## src/rtl/addsub_pkg.sv

```systemverilog
// Shared encodings for the digit-serial add/subtract unit.
package addsub_pkg;

  typedef enum logic [1:0] {
    IDLE = 2'd0,
    RUN  = 2'd1,
    DONE = 2'd2
  } state_t;

  localparam logic ADD = 1'b0;
  localparam logic SUB = 1'b1;

endpackage

```

## src/rtl/addsub_seq_if.sv

```systemverilog
// Request/result bundle between a requester and addsub_seq.
interface addsub_seq_if #(parameter int WIDTH = 8);
  logic             iStart;
  logic             iSA;
  logic [WIDTH-1:0] iData_a;
  logic [WIDTH-1:0] iData_b;
  logic [WIDTH:0]   oData;
  logic             oData_C;
  logic             oOverflow;
  logic             oBusy;
  logic             oDone;

  modport master (
    output iStart, iSA, iData_a, iData_b,
    input  oData, oData_C, oOverflow, oBusy, oDone
  );

  modport slave (
    input  iStart, iSA, iData_a, iData_b,
    output oData, oData_C, oOverflow, oBusy, oDone
  );
endinterface

```

## src/rtl/addsub_seq_digit_adder.sv

```systemverilog
// Combinational DIGIT-bit ripple slice; also exposes the carry entering
// the top bit so the parent can compute signed overflow.
module digit_adder #(
  parameter int DIGIT = 2
) (
  input  logic [DIGIT-1:0] iA,
  input  logic [DIGIT-1:0] iB,
  input  logic             iCarry,
  output logic [DIGIT-1:0] oSum,
  output logic             oCarry,
  output logic             oCarryMsb
);

  logic c;

  // Ripple through the slice LSB first, capturing the carry into the MSB.
  always_comb begin
    c         = iCarry;
    oSum      = '0;
    oCarryMsb = iCarry;
    for (int i = 0; i < DIGIT; i++) begin
      if (i == DIGIT - 1) oCarryMsb = c;
      oSum[i] = iA[i] ^ iB[i] ^ c;
      c       = (iA[i] & iB[i]) | (c & (iA[i] ^ iB[i]));
    end
    oCarry = c;
  end

endmodule

```

## src/rtl/addsub_seq.sv

```systemverilog
// Digit-serial two's complement add/subtract: DIGIT bits per clock,
// WIDTH/DIGIT run cycles, one-cycle done pulse, back-to-back capable.
module addsub_seq
  import addsub_pkg::*;
#(
  parameter int WIDTH = 8,
  parameter int DIGIT = 2
) (
  input  logic         iClk,
  input  logic         iReset,
  addsub_seq_if.slave  bus
);

  localparam int N  = WIDTH / DIGIT;
  localparam int CW = (N > 1) ? $clog2(N) : 1;

  if ((WIDTH % DIGIT) != 0 || WIDTH < 4 || WIDTH > 32 || DIGIT < 1) begin : gBadParams
    $error("addsub_seq: WIDTH must be 4..32 and a multiple of DIGIT");
  end

  state_t           state, nextState;
  logic [CW-1:0]    cnt;
  logic             carry;
  logic             mode;
  logic [WIDTH-1:0] aReg, bReg, resReg, resNext;
  logic [WIDTH:0]   dataR;
  logic             dataCR, ovR;

  logic [DIGIT-1:0] sliceA, sliceB, sliceSum;
  logic             sliceCout, sliceCMsb;
  logic             lastDigit, accept;

  assign lastDigit = (state == RUN) && (cnt == CW'(N - 1));
  // New work is only taken when not mid-operation; starts in RUN are dropped.
  assign accept    = ((state == IDLE) || (state == DONE)) && bus.iStart;

  // Subtract is A + ~B + 1; the +1 comes from the carry preload on accept.
  assign sliceA  = aReg[DIGIT-1:0];
  assign sliceB  = (mode == SUB) ? ~bReg[DIGIT-1:0] : bReg[DIGIT-1:0];
  assign resNext = (resReg >> DIGIT) | (WIDTH'(sliceSum) << (WIDTH - DIGIT));

  digit_adder #(.DIGIT(DIGIT)) uSlice (
    .iA       (sliceA),
    .iB       (sliceB),
    .iCarry   (carry),
    .oSum     (sliceSum),
    .oCarry   (sliceCout),
    .oCarryMsb(sliceCMsb)
  );

  // State register.
  always_ff @(posedge iClk) begin
    if (iReset) state <= IDLE;
    else        state <= nextState;
  end

  // Next-state logic; the spare code 2'd3 falls back to IDLE.
  always_comb begin
    nextState = state;
    case (state)
      IDLE:    if (bus.iStart) nextState = RUN;
      RUN:     if (lastDigit) nextState = DONE;
      DONE:    nextState = bus.iStart ? RUN : IDLE;
      default: nextState = IDLE;
    endcase
  end

  // Operand capture, per-digit shift/accumulate and result publication.
  always_ff @(posedge iClk) begin
    if (iReset) begin
      cnt    <= '0;
      carry  <= 1'b0;
      mode   <= ADD;
      aReg   <= '0;
      bReg   <= '0;
      resReg <= '0;
      dataR  <= '0;
      dataCR <= 1'b0;
      ovR    <= 1'b0;
    end else if (accept) begin
      aReg  <= bus.iData_a;
      bReg  <= bus.iData_b;
      mode  <= bus.iSA;
      carry <= bus.iSA;
      cnt   <= '0;
    end else if (state == RUN) begin
      aReg   <= aReg >> DIGIT;
      bReg   <= bReg >> DIGIT;
      carry  <= sliceCout;
      resReg <= resNext;
      cnt    <= cnt + CW'(1);
      if (lastDigit) begin
        // Sign of the widened result: A, B' sign-extended plus the carry out.
        dataR  <= {sliceA[DIGIT-1] ^ sliceB[DIGIT-1] ^ sliceCout, resNext};
        dataCR <= sliceCout;
        ovR    <= sliceCMsb ^ sliceCout;
      end
    end
  end

  assign bus.oData     = dataR;
  assign bus.oData_C   = dataCR;
  assign bus.oOverflow = ovR;
  assign bus.oBusy     = (state == RUN);
  assign bus.oDone     = (state == DONE);

endmodule

```

## src/flat_wrapper.sv

```systemverilog
// flat-port wrapper written by rule: the top's interface ports become plain ports
module addsub_seq_flat import addsub_pkg::*;
#(
  parameter int WIDTH = 8,
  parameter int DIGIT = 2
)
  (iClk, iReset, bus_iStart, bus_iSA, bus_iData_a, bus_iData_b, bus_oData, bus_oData_C, bus_oOverflow, bus_oBusy, bus_oDone);
  addsub_seq_if #(.WIDTH(WIDTH)) bus_i ();
  input  logic iClk;
  input  logic iReset;
  input wire logic [$bits(bus_i.iStart)-1:0] bus_iStart;
  input wire logic [$bits(bus_i.iSA)-1:0] bus_iSA;
  input wire logic [$bits(bus_i.iData_a)-1:0] bus_iData_a;
  input wire logic [$bits(bus_i.iData_b)-1:0] bus_iData_b;
  output wire logic [$bits(bus_i.oData)-1:0] bus_oData;
  output wire logic [$bits(bus_i.oData_C)-1:0] bus_oData_C;
  output wire logic [$bits(bus_i.oOverflow)-1:0] bus_oOverflow;
  output wire logic [$bits(bus_i.oBusy)-1:0] bus_oBusy;
  output wire logic [$bits(bus_i.oDone)-1:0] bus_oDone;
  assign bus_i.iStart = bus_iStart;
  assign bus_i.iSA = bus_iSA;
  assign bus_i.iData_a = bus_iData_a;
  assign bus_i.iData_b = bus_iData_b;
  assign bus_oData = bus_i.oData;
  assign bus_oData_C = bus_i.oData_C;
  assign bus_oOverflow = bus_i.oOverflow;
  assign bus_oBusy = bus_i.oBusy;
  assign bus_oDone = bus_i.oDone;
  addsub_seq #(.WIDTH(WIDTH), .DIGIT(DIGIT)) u_core (.iClk(iClk), .iReset(iReset), .bus(bus_i));
endmodule
```

## config.mk

```make
export PLATFORM = sky130hd
export DESIGN_NAME = addsub_seq_flat
export DESIGN_NICKNAME = d
export VERILOG_FILES = /design/src/rtl/addsub_pkg.sv /design/src/rtl/addsub_seq_if.sv /design/src/rtl/addsub_seq_digit_adder.sv /design/src/rtl/addsub_seq.sv /design/src/flat_wrapper.sv
export SDC_FILE = /design/constraint.sdc
export NUM_CORES = 1
export LEC_CHECK = 0
export CAP_MARGIN = 20
export CORE_MARGIN = 2
export CORE_UTILIZATION = 54
export DETAILED_ROUTE_END_ITERATION = 7
export PLACE_DENSITY = 0.84
export SLEW_MARGIN = 40
export SYNTH_ARGS = -nofsm -noshare
export SYNTH_HDL_FRONTEND = slang
export SYNTH_HIERARCHICAL = 1
export SYNTH_SLANG_ARGS = --single-unit
```

## constraint.sdc

```tcl
create_clock -name iClk -period 5.4 [get_ports iClk]
set_input_delay 0.81 -clock iClk [delete_from_list [all_inputs] [get_ports iClk]]
set_output_delay 0.81 -clock iClk [all_outputs]
set_load 0.05 [all_outputs]
```

==> reports/metrics.cfg, run 1 <==
[drt]
ant_nets = 0
drt-initial-drc-count = 21
drt_pass1_iterations = 4
drc = 0
routedWlPerCell_microns = 12.82
vias = 1319
wirelength_microns = 3050
viasPerCell = 5.542

[cts]
cts_hold_buf = 0
clock_sinks = 39
clk_pin_slew_ns = 0.11
numCtsBuffers = 5
cts_tree = done
ctsResizeCount = 0
post_cts_buffers = 0
clockBufferDepth = 2
h-tree-depth = 2
cts_root_buf = clkbuf_4
insertion_delay_ns = 0.35

[floorplan]
dieArea_sq_um = 3422
rows = 19
start_util_pct = 57.67
core-area_sq_um = 2781
die_w_microns = 58.50
ios = 33
fp.dieH_microns = 58.50

[hold_path]
worstHoldPathType = flop to flop
hold_path_end = u_core/bus.oData[1]
min_path_cells = 2
hp-start = u_core/bus.oData[1]

[placement]
dpl.cell_count = 230
gp_congestion = 0.8302
dpl.hpwl_microns = 2074
port_buffers = 32

[yosys]
synth-seq-area-share_pct = 48.67
syn_avg_cell_area_sq_um = 8.862
synth_cells = 181
ys_seq_elements = 39
syn-num-nets = 204
synth_area_sq_um = 1604
yosysWarnings = 6
yosysUniqueCellTypes = 32

[worst_setup_path]
worstSetupPathDepth = 3
r2r-start = u_core/mode
cp_data_required_time_ns = 4.59
critPathMaxFanout = 24
cp_slowest_cell = clkdlybuf4s50_1
reg2reg_depth = 6
critPathArrivalTime_ns = 2.26
end_kind = output pin
worst-path-buf-inv = 2
r2r_end = u_core/bus.oData[8]
critPathLaunchType = flop
max_stage_delay_ns = 0.85
worstPathCellList = nand2b_2 -> clkinv_4 -> clkdlybuf4s50_1
reg2reg_slack_ns = 3.33
path_class = flop to output pin
cp_top_family = buffers and inverters

[cells_and_area]
diodes = 0
finalNonFillerCells = 238
final_layout_size_suffix_gt1_share_pct = 6.763
fin_nets = 229
area_growth_pct = 21.06
fill_cells = 235

[sta]
min_period_over_period_pct = 56.91
rsz0062_at_grt = false
hold_violations = 0
tightest_slew_ns = 0.7792
period_minus_slack_ns = 3.073
maxSlewViolCount = 0
max_slew_margin_pct = 48.05
fmax_mhz = 325.4
fin_skew_ns = 0.003514
setup_viol = 0
final.setup.tns_ns = 0

[status]
status = completed

[global_route]
grt_usage_pct = 20.15
grt_pass1_vias = 1220
grt_pass1_wl_microns = 5264
grt_max_degree = 40
grt_overflow_total = 0
antenna_found_initial = 0

[pwr]
vdd_drop_max_mv = 0.2440
p_per_area_nw_per_um2 = 286.5
leakage_uw = 0.0006940

[flow_run]
drv_cap = 0

==> cell families after synthesis <==
kind of cell	share of synthesized area, %
multiplexers	1.872
buffers and inverters	6.942
AND/OR/NAND/NOR	19.89
flip-flops	48.67
adder cells (fa/ha/maj)	3.276
XOR/XNOR	3.276
AO/OA/AOI/OAI	16.07
==> cell usage after synthesis <==
master / n / share of area, %
a211oi_1: 1 / 0.47
a21oi_1: 24 / 7.5
a22oi_1: 6 / 2.8
a311oi_1: 3 / 1.6
a311oi_2: 1 / 0.94
and2b_1: 1 / 0.47
and3b_1: 1 / 0.55
buf_1: 1 / 0.23
buf_12: 1 / 1.2
buf_2: 6 / 1.9
buf_4: 2 / 0.94
buf_6: 2 / 1.4
clkbuf_1: 3 / 0.70
clkinv_4: 1 / 0.55
dfxtp_1: 39 / 49
fa_1: 2 / 2.5
ha_1: 1 / 0.78
mux2i_1: 3 / 1.9
nand2_1: 41 / 9.6
nand2_2: 1 / 0.39
nand2b_1: 2 / 0.78
nand3_1: 8 / 2.5
nand3b_1: 1 / 0.47
nor2_1: 7 / 1.6
nor2b_1: 1 / 0.39
nor3_1: 10 / 3.1
o21a_1: 1 / 0.47
o21ba_2: 1 / 0.62
o21bai_1: 1 / 0.47
o22ai_1: 3 / 1.2
xnor2_1: 4 / 2.2
xor2_1: 2 / 1.1
==> per-stage QoR <==
stage	setup slack (ns)	total power, uW	instance area (sq um)	util (%)	hold WS, ns
after global placement	2.378	390.8	1868	67.16	0.4413
final	2.327	556.3	1942	69.82	0.4594
after CTS	2.303	561.3	1942	69.82	0.4623
after global routing	2.220	581.6	1942	69.82	0.4835
after detailed placement	2.715	395.3	1873	67.34	0.4471
after floorplan	3.446	375.3	1604	-	0.4321
==> cell type report <==
cell class	count	area, sq um	area share, %
Multi-Input combinational cell	126	716.9	36.92
Inverter	1	8.758	0.4510
Timing Repair Buffer	33	327.8	16.88
Clock buffer	8	68.82	3.544
Tap cell	31	38.79	1.997
Sequential cell	39	780.7	40.21
==> power by group <==
part / internal, uW / switching, uW / total [uW]
sequential: 301 / 9.50 / 311
combinational: 36.3 / 41.7 / 78.1
clock: 76.6 / 90.7 / 167
==> per-layer routing <==
metal / GRT usage, % / up-vias / share of wire, %
met1: 22.73 / 615 / 44
li1: - / 668 / -
met4: 8.970 / 0 / 1.9
met2: 34.99 / 30 / 49
met5: 0 / - / 0
met3: 5.934 / 6 / 5.4
==> state kept, by name (all words and copies together), names as in the netlist, 2 cells and up <==
name and count:
u_core/cnt 2, u_core/resReg 6, u_core/aReg 8, u_core/bReg 8
u_core/state 2, u_core/bus.oData 9
==> worst max path at each step <==
stage	endpoint	start	slack (ns)
3_5_place_dp	bus_oBusy	u_core/state[0]	2.72
3_3_place_gp	bus_oBusy	u_core/state[1]	2.38
4_1_cts	bus_oBusy	u_core/state[0]	2.30
2_1_floorplan	u_core/bus.oData[8]	u_core/mode	3.45
5_1_grt	bus_oBusy	u_core/state[0]	2.22
6_report	bus_oBusy	u_core/state[0]	2.33
==> layout by cell type (no fill, tap or decap), types with 2 or more instances in the layout <==
master           netlist  final
fa_1                   2      2
clkdlybuf4s50_1        0     32
clkbuf_8               0      2
xor2_1                 2      2
dfxtp_1               39     39
nor2_1                 7      7
a21oi_1               24     24
a22oi_1                6      6
nor3_1                10     10
a311oi_1               3      3
o22ai_1                3      3
nand2_1               41     41
clkbuf_4               0      5
mux2i_1                3      3
xnor2_1                4      4
nand3_1                8      8
==> worst register-to-register path: cells and delay by family, from the launching register on <==
family          cells  cell delay, ns
fa+ha+maj           2            0.95
xor+xnor            3            0.47
flops               1            0.36
compound gates      1            0.20
Note: power is estimated with default switching activity, not from simulation.
==> inputs of run 2 (changes only) <==
--- a/config.mk
+++ b/config.mk
@@ -7,9 +7,9 @@
 export LEC_CHECK = 0
 export CAP_MARGIN = 20
 export CORE_MARGIN = 2
-export CORE_UTILIZATION = 54
+export CORE_UTILIZATION = 45
 export DETAILED_ROUTE_END_ITERATION = 7
-export PLACE_DENSITY = 0.84
+export PLACE_DENSITY = 0.74
 export SLEW_MARGIN = 40
 export SYNTH_ARGS = -nofsm -noshare
 export SYNTH_HDL_FRONTEND = slang
==> constraint.sdc (replaced) <==
create_clock -name iClk -period 2.62 [get_ports iClk]
set_input_delay 0.393 -clock iClk [delete_from_list [all_inputs] [get_ports iClk]]
set_output_delay 0.393 -clock iClk [all_outputs]
set_load 0.05 [all_outputs]
==> reports/metrics.cfg, run 2 (synthesized netlist as in run 1, its figures left out) <==
[sta]
period_minus_slack_ns = 2.091
final.setup.tns_ns = 0  ; unchanged
max_slew_margin_pct = 48.08  ; was 48.05%
fmax_mhz = 478.3
rsz0062_at_grt = false  ; unchanged
setup_viol = 0  ; unchanged
maxSlewViolCount = 0  ; unchanged
hold_violations = 0  ; unchanged
min_period_over_period_pct = 79.80
fin_skew_ns = 0.003179  ; was 0.003514 ns
tightest_slew_ns = 0.7788  ; was 0.7792 ns

[floorplan]
ios = 33  ; unchanged
fp.dieH_microns = 63.71  ; was 58.50 microns
dieArea_sq_um = 4058  ; was 3422 sq um
core-area_sq_um = 3390  ; was 2781 sq um
start_util_pct = 47.32  ; was 57.67%
die_w_microns = 63.71  ; was 58.50 microns
rows = 21  ; was 19

[worst_setup_path]
end_kind = flop  ; was output pin
reg2reg_slack_ns = 0.53  ; was 3.33 ns
cp_top_family = adder cells  ; was buffers and inverters
r2r-start = u_core/mode  ; unchanged
worst-path-buf-inv = 0  ; was 2
worstSetupPathDepth = 6  ; was 3
path_class = flop to flop  ; was flop to output pin
critPathMaxFanout = 4  ; was 24
worstPathCellList = xor2_1 -> fa_1 -> fa_1 -> xnor2_1 -> xnor2_1 -> o21ba_2  ; was nand2b_2 -> clkinv_4 -> clkdlybuf4s50_1
critPathLaunchType = flop  ; unchanged
cp_slowest_cell = fa_1  ; was clkdlybuf4s50_1
cp_data_required_time_ns = 2.87  ; was 4.59 ns
critPathArrivalTime_ns = 2.34  ; was 2.26 ns
reg2reg_depth = 6  ; unchanged
max_stage_delay_ns = 0.49  ; was 0.85 ns
crit_end = u_core/bus.oData[8]  ; was bus_oBusy
startpoint = u_core/mode  ; was u_core/state[0]
r2r_end = u_core/bus.oData[8]  ; unchanged

[cts]
h-tree-depth = 2  ; unchanged
clock_sinks = 39  ; unchanged
clockBufferDepth = 2  ; unchanged
cts_root_buf = clkbuf_4  ; unchanged
clk_pin_slew_ns = 0.11  ; about the same
cts_hold_buf = 0  ; unchanged
cts_tree = done  ; unchanged
insertion_delay_ns = 0.34  ; was 0.35 ns
ctsResizeCount = 0  ; unchanged
post_cts_buffers = 0  ; unchanged
numCtsBuffers = 5  ; unchanged

[drt]
routedWlPerCell_microns = 12.29  ; was 12.82 microns
ant_nets = 0  ; unchanged
vias = 1336  ; was 1319
drt_pass1_iterations = 4  ; unchanged
viasPerCell = 5.219  ; was 5.542
drc = 0  ; unchanged
wirelength_microns = 3147  ; was 3050 microns
drt-initial-drc-count = 66  ; was 21

[flow_run]
drv_cap = 0  ; unchanged

[pwr]
vdd_drop_max_mv = 0.3599  ; was 0.2440 mV
p_per_area_nw_per_um2 = 560.7  ; was 286.5 nW/um^2
leakage_uw = 0.0006994  ; was 0.0006940 uW

[global_route]
grt_max_degree = 25  ; was 40
grt_usage_pct = 16.60  ; was 20.15%
grt_pass1_wl_microns = 5264  ; unchanged
antenna_found_initial = 0  ; unchanged
grt_overflow_total = 0  ; unchanged
grt_pass1_vias = 1260  ; was 1220

[placement]
place_area_sq_um = 1907  ; was 1873 sq um
dpl.hpwl_microns = 2213  ; was 2074 microns
port_buffers = 32  ; unchanged
gp_congestion = 0.7360  ; was 0.8302

[cells_and_area]
largest_reg_flops = 9  ; unchanged
area_growth_pct = 22.00  ; was 21.06%
layout_common_cells = 41 x nand2_1, 39 x dfxtp_1, 31 x clkdlybuf4s50_1, 24 x a21oi_1, 10 x nor3_1  ; was 41 x nand2_1, 39 x dfxtp_1, 32 x clkdlybuf4s50_1, 24 x a21oi_1, 10 x nor3_1
final_layout_size_suffix_gt1_share_pct = 7.143  ; was 6.763%
final_common_cell = nand2_1  ; unchanged
fin_area_sq_um = 1957  ; was 1942 sq um
fin_nets = 232  ; was 229
diodes = 0  ; unchanged

[hold_path]
worstHoldPathType = flop to flop  ; unchanged

[status]
status = completed  ; unchanged

[run 2: worst min path at each step]
stage / endpoint / startpoint / cells after the start
after global placement: u_core/bus.oData[0] / u_core/resReg[2] / 2
final: u_core/bus.oData[6] / u_core/bus.oData[6] / 2
after CTS: u_core/bus.oData[6] / u_core/bus.oData[6] / 2
after detailed placement: u_core/bus.oData[6] / u_core/bus.oData[6] / 2
after floorplan: u_core/bus.oData[0] / u_core/resReg[2] / 2
after global routing: u_core/bus.oData[2] / u_core/bus.oData[2] / 2
[run 2: final cells by class]
cell class / instances / area (sq um)
fillers: 322 / 1433
flip-flops and latches: 39 / 780.7
multi-input cells: 126 / 711.9
repair buffers: 36 / 347.8
well taps: 46 / 57.56
clock buffers: 7 / 45.04
inverters: 1 / 8.758
clock inverters: 1 / 5.005
[run 2: power breakdown]
group          internal (uW)  switching (uW)  total (uW)
clock                    105             187         292
combinational           77.3            87.4         165
sequential               621            19.6         641
[run 2: tightest hold or removal path: stages (launching register included)]
cell	delay, ns
dfxtp_1	0.32
nand2_1	0.05
a21oi_1	0.05
[run 2: stage by stage]
| step | worst slack, ns | util (%) | total power [uW] | hold slack [ns] | std cells |
|---|---|---|---|---|---|
| floorplan | 0.6661 | - | 773.6 | 0.4321 | 181 |
| global placement | 0.6406 | 56.26 | 812.2 | 0.4383 | 248 |
| detailed placement | 0.5455 | 56.26 | 819.5 | 0.4461 | 248 |
| CTS | 0.5191 | 57.73 | 1108 | 0.4613 | 256 |
| global route | 0.4491 | 57.73 | 1160 | 0.4817 | 256 |
| finish | 0.5294 | 57.73 | 1097 | 0.4598 | 256 |
[run 2: layer usage]
layer | vias up | share of wire, % | global-route usage [%]
li1 | 673 | - | -
met1 | 632 | 44 | 18.65
met2 | 28 | 50 | 29.34
met3 | 3 | 4.7 | 5.893
met4 | 0 | 0.92 | 4.891
met5 | - | 0 | 0
==> RTL edit 1 (flow settings as in run 1) <==
Encoding of `state_t`: now one-hot (3 bits for 3 states).
--- a/src/rtl/addsub_pkg.sv
+++ b/src/rtl/addsub_pkg.sv
@@ -1,10 +1,10 @@
 // Shared encodings for the digit-serial add/subtract unit.
 package addsub_pkg;
 
-  typedef enum logic [1:0] {
-    IDLE = 2'd0,
-    RUN  = 2'd1,
-    DONE = 2'd2
+  typedef enum logic [2:0] {
+    IDLE = 3'b001,
+    RUN  = 3'b010,
+    DONE = 3'b100
   } state_t;
 
   localparam logic ADD = 1'b0;
Formal check against the unedited RTL: same outputs for any inputs over 10 cycles, from zero or initial values and one cycle with iReset high; not proved beyond that.
==> RTL edit 1 against run 1 <==
Total power down 2.5%; design area up 8.2%; register-to-register slack about the same; die area up 7.4%; clock power down 7%; first-iteration DRC count rose to 4.1 times the old value; sequential power up 2%; non-clock buffer count unchanged; setup slack worse by 0.40 ns; critical path type unchanged; wire length up 20%; area after synthesis up 8.0%; sequential cell count up 1; global-route usage up 1.6 points.
==> RTL edit 1: results (changes against run 1) <==
- Total nets after synthesis: 212 (+3.9%)
- Most used standard cells in the synthesized netlist: sky130_fd_sc_hd__dfxtp_1 (40), sky130_fd_sc_hd__nand2_1 (36), sky130_fd_sc_hd__a21oi_1 (30)
- Maximum count of clock buffers along a single path: 2 (unchanged)
- Run status: completed
- Peak supply drop: 0.0001875 V (-23%)
- Clock slew at reported path FFs: 0.11 ns (about the same)
- Syn Area/Cell: 9.162 um^2 (+3.4%)
- Fraction of registers with async set or reset after synthesis: 0% (unchanged)
- Maximum clock skew at final layout: 0.008264 ns (+0.004750 ns)
- Drt first-iter violations: 86 (+310%)
- Estimated wirelength of the detail-placed design: 2.454 mm (+18%)
- TritonCTS Buffers: 5 (unchanged)
- Critical path data arrival time: 2.66 ns (+0.40 ns)
- Total Routing Usage GR: 21.70% (+1.6 points)
- Leakage: 0.0006938 uW (about the same)
- Routability-driven placement congestion ratio: 0.8194 (-1.3%)
- Antenna violations before repair: 0 (unchanged)
- Largest fanout on the critical path: 26 (+8.3%)
- Number of vias in the routed layout: 1476 (+12%)
- Clock Tree Root: sky130_fd_sc_hd__clkbuf_4
- Wire length of the first global-routing pass: 5.961 mm (+13%)
- Cell types occupying the most area after synthesis: sky130_fd_sc_hd__dfxtp_1 (46%), sky130_fd_sc_hd__a21oi_1 (8.7%), sky130_fd_sc_hd__nand2_1 (7.8%), sky130_fd_sc_hd__o211ai_1 (6.1%), sky130_fd_sc_hd__a32oi_1 (4.6%)
- Fraction of final layout cells sized beyond drive strength 1: 8.879% (+2.1 points)
- Placement-stage worst setup slack: 2.338 ns (-0.3777 ns)
- Yosys synthesis warning count: 6 (unchanged)
- Launching instance or port of the critical path: u_core/state[0]
- HP Start: u_core/bus.oData[2]
- Slew at the pin closest to its max-slew limit: 0.7349 ns (-0.04437 ns)
- Count of nets after finishing: 236 (+3.1%)
- Slowest library cell on the worst path: sky130_fd_sc_hd__clkdlybuf4s50_1
- Highest cell delay on the worst timing path: 0.83 ns (-0.02 ns)
- Pin count of the biggest net entering global routing: 41 (+2.5%)
- Number of distinct standard cells referenced by the synthesized netlist: 37 (+16%)
- Drt total wl: 3.648 mm (+20%)
- Vias in the first global route: 1338 (+9.7%)
- Share of synthesized area occupied by flip-flops and latches: 46.24% (-2.4 points)
-- RTL edit 1: changes by cell type after synthesis, sizes merged, moves of 6 or more --
cell,change
o211ai,+14
a22oi,-6
a32oi,+9
clkbuf,+6
a21oi,+6
-- RTL edit 1: routing by layer --
layer  up-vias  wire (um)  global-route usage (%)  share of wire [%]
met4         0         34                   7.453               0.93
met3         5        208                   3.838                5.7
li1        728          -                       -                  -
met1       695       1634                   26.94                 45
met5         -          0                       0                  0
met2        48       1770                   37.94                 49
-- RTL edit 1: final timing paths --
path,depth (start not counted),endpoint,slack (ns)
hold reg to reg,2,u_core/bus.oData[2],0.46
setup reg to reg,6,u_core/bus.oData[8],3.33
hold / removal,2,u_core/bus.oData[2],0.46
setup / recovery,3,bus_oBusy,1.93
-- RTL edit 1: where the power goes --
| group | internal [uW] | total [uW] | switching [uW] |
|---|---|---|---|
| Clock | 64.3 | 155 | 90.8 |
| Combinational | 34.1 | 71.8 | 37.7 |
| Sequential | 306 | 316 | 9.45 |
| Total | 405 | 543 | 138 |
-- RTL edit 1: kinds of logic after synthesis --
family | share of synthesized area [%]
mux | 0.5781
buf+inv | 5.419
flops | 46.24
fa+ha+maj | 3.035
xor+xnor | 4.914
compound gates | 24.06
simple gates | 15.75
-- RTL edit 1: final cells by class --
class,count,area [um^2]
fill,254,950.9
multi-input combinational,132,850.8
sequential,40,800.8
timing repair buffer,33,327.8
clock buffer,8,58.81
tap,44,55.05
inverter,1,8.758
-- RTL edit 1: worst max-delay path: cells and delay by family (launching register included) --
family	cells	cell delay [ns]
buffers and inverters	2	1.09
and+or+nand+nor	1	0.78
DFF	1	0.43
-- RTL edit 1: through the flow --
step | cells | area (um^2)
2_1_floorplan | 189 | 1732
3_3_place_gp | 250 | 2029
3_5_place_dp | 250 | 2032
4_1_cts | 258 | 2091
5_1_grt | 258 | 2102
6_report | 258 | 2102
==> RTL edit 2 (flow settings as in run 1) <==
Without the edit above. `WIDTH` is set to 8 in 3 places; all go to 16.
--- a/src/rtl/addsub_seq_if.sv
+++ b/src/rtl/addsub_seq_if.sv
@@ -1,5 +1,5 @@
 // Request/result bundle between a requester and addsub_seq.
-interface addsub_seq_if #(parameter int WIDTH = 8);
+interface addsub_seq_if #(parameter int WIDTH = 16);
   logic             iStart;
   logic             iSA;
   logic [WIDTH-1:0] iData_a;
--- a/src/rtl/addsub_seq.sv
+++ b/src/rtl/addsub_seq.sv
@@ -3,7 +3,7 @@
 module addsub_seq
   import addsub_pkg::*;
 #(
-  parameter int WIDTH = 8,
+  parameter int WIDTH = 16,
   parameter int DIGIT = 2
 ) (
   input  logic         iClk,
--- a/src/flat_wrapper.sv
+++ b/src/flat_wrapper.sv
@@ -1,7 +1,7 @@
 // flat-port wrapper written by rule: the top's interface ports become plain ports
 module addsub_seq_flat import addsub_pkg::*;
 #(
-  parameter int WIDTH = 8,
+  parameter int WIDTH = 16,
   parameter int DIGIT = 2
 )
   (iClk, iReset, bus_iStart, bus_iSA, bus_iData_a, bus_iData_b, bus_oData, bus_oData_C, bus_oOverflow, bus_oBusy, bus_oDone);
Interface: changed (resized bus_iData_a, bus_iData_b and bus_oData); port bits go from 33 to 57. No check against the original RTL was run, so the function may have changed too.
==> RTL edit 2 against run 1 <==
Sequential cell count is 33 higher; setup slack worse by 0.52 ns; total power is 97% higher; hold slack worse by 0.0062 ns; utilization is 0.36 points lower; design area is 83% higher; critical path depth stayed put; largest cell class unchanged; wire length is 96% higher; maximum frequency is 15% lower; area after synthesis is 77% higher; non-clock buffer count is 25 higher; first-iteration DRC count grew to 7.0 times the old value; combinational power is 65% higher.
==> RTL edit 2: results (changes against run 1) <==
- Run status: completed
- Total power density per cell area: 309.4 nW/um^2 (+8.0%)
- Internal portion of total power: 826.6 uW (+99%)
- Number of vias in the routed layout: 2488 (+89%)
- Portion of synthesized cell area occupied by the leading cell type: 50.64% (+2.0 points)
- Leakage: 0.001246 uW (+79%)
- Via density per instance: 5.420 (-2.2%)
- Fillcell total: 430 (+83%)
- Routability-driven placement congestion ratio: 0.7750 (-6.6%)
- Peak supply drop: 0.0001905 V (-22%)
- Pin count of the biggest net entering global routing: 73 (+83%)
- Min Clock Period, post-route: 3.597 ns (+0.5242 ns)
- Placed cell areas: 3367 um^2 (+80%)
- Length of routed wiring on met1: 2.744 mm (+100%)
- Wire length on met2: 2.832 mm (+91%)
- Vias in the first global route: 2253 (+85%)
- Count of nets after finishing: 424 (+85%)
- R2R cell count: 4 (-2)
- HP Start: u_core/bus.oData[12]
- Fraction of final layout cells sized beyond drive strength 1: 5.141% (-1.6 points)
- Capture instance of the worst register-to-register path: u_core/aReg[7]
- TritonCTS Buffers: 9 (+4)
- Total Routing Usage GR: 21.30% (+1.2 points)
- Highest cell delay on the worst timing path: 0.95 ns (+0.10 ns)
- Count of input and output buffers: 56 (+75%)
- Slew at the pin closest to its max-slew limit: 0.7630 ns (-0.01628 ns)
- Detailed route wirelength on metal3: 329 um (+100%)
-- RTL edit 2: changes by cell type in the layout (fill, tap and decap cells not counted), moves of 3 or more --
cell                              change
sky130_fd_sc_hd__clkdlybuf4s50_1     +23
sky130_fd_sc_hd__nand2_1             +67
sky130_fd_sc_hd__nor3_1               +7
sky130_fd_sc_hd__clkbuf_8             +7
sky130_fd_sc_hd__a21oi_1             +12
sky130_fd_sc_hd__clkbuf_4             -5
sky130_fd_sc_hd__nand3_1              -4
sky130_fd_sc_hd__a22oi_1              -4
sky130_fd_sc_hd__o22ai_1              +3
sky130_fd_sc_hd__a311oi_1            +18
sky130_fd_sc_hd__clkinv_2             +3
sky130_fd_sc_hd__dfxtp_1             +33
sky130_fd_sc_hd__nor2_1              +17
-- RTL edit 2: logic make-up after synthesis --
| group | share of synthesized area [%] |
|---|---|
| compound gates | 15.78 |
| flops | 50.64 |
| buf+inv | 5.406 |
| xor+xnor | 1.846 |
| mux | 1.407 |
| fa+ha+maj | 2.286 |
| simple gates | 22.64 |
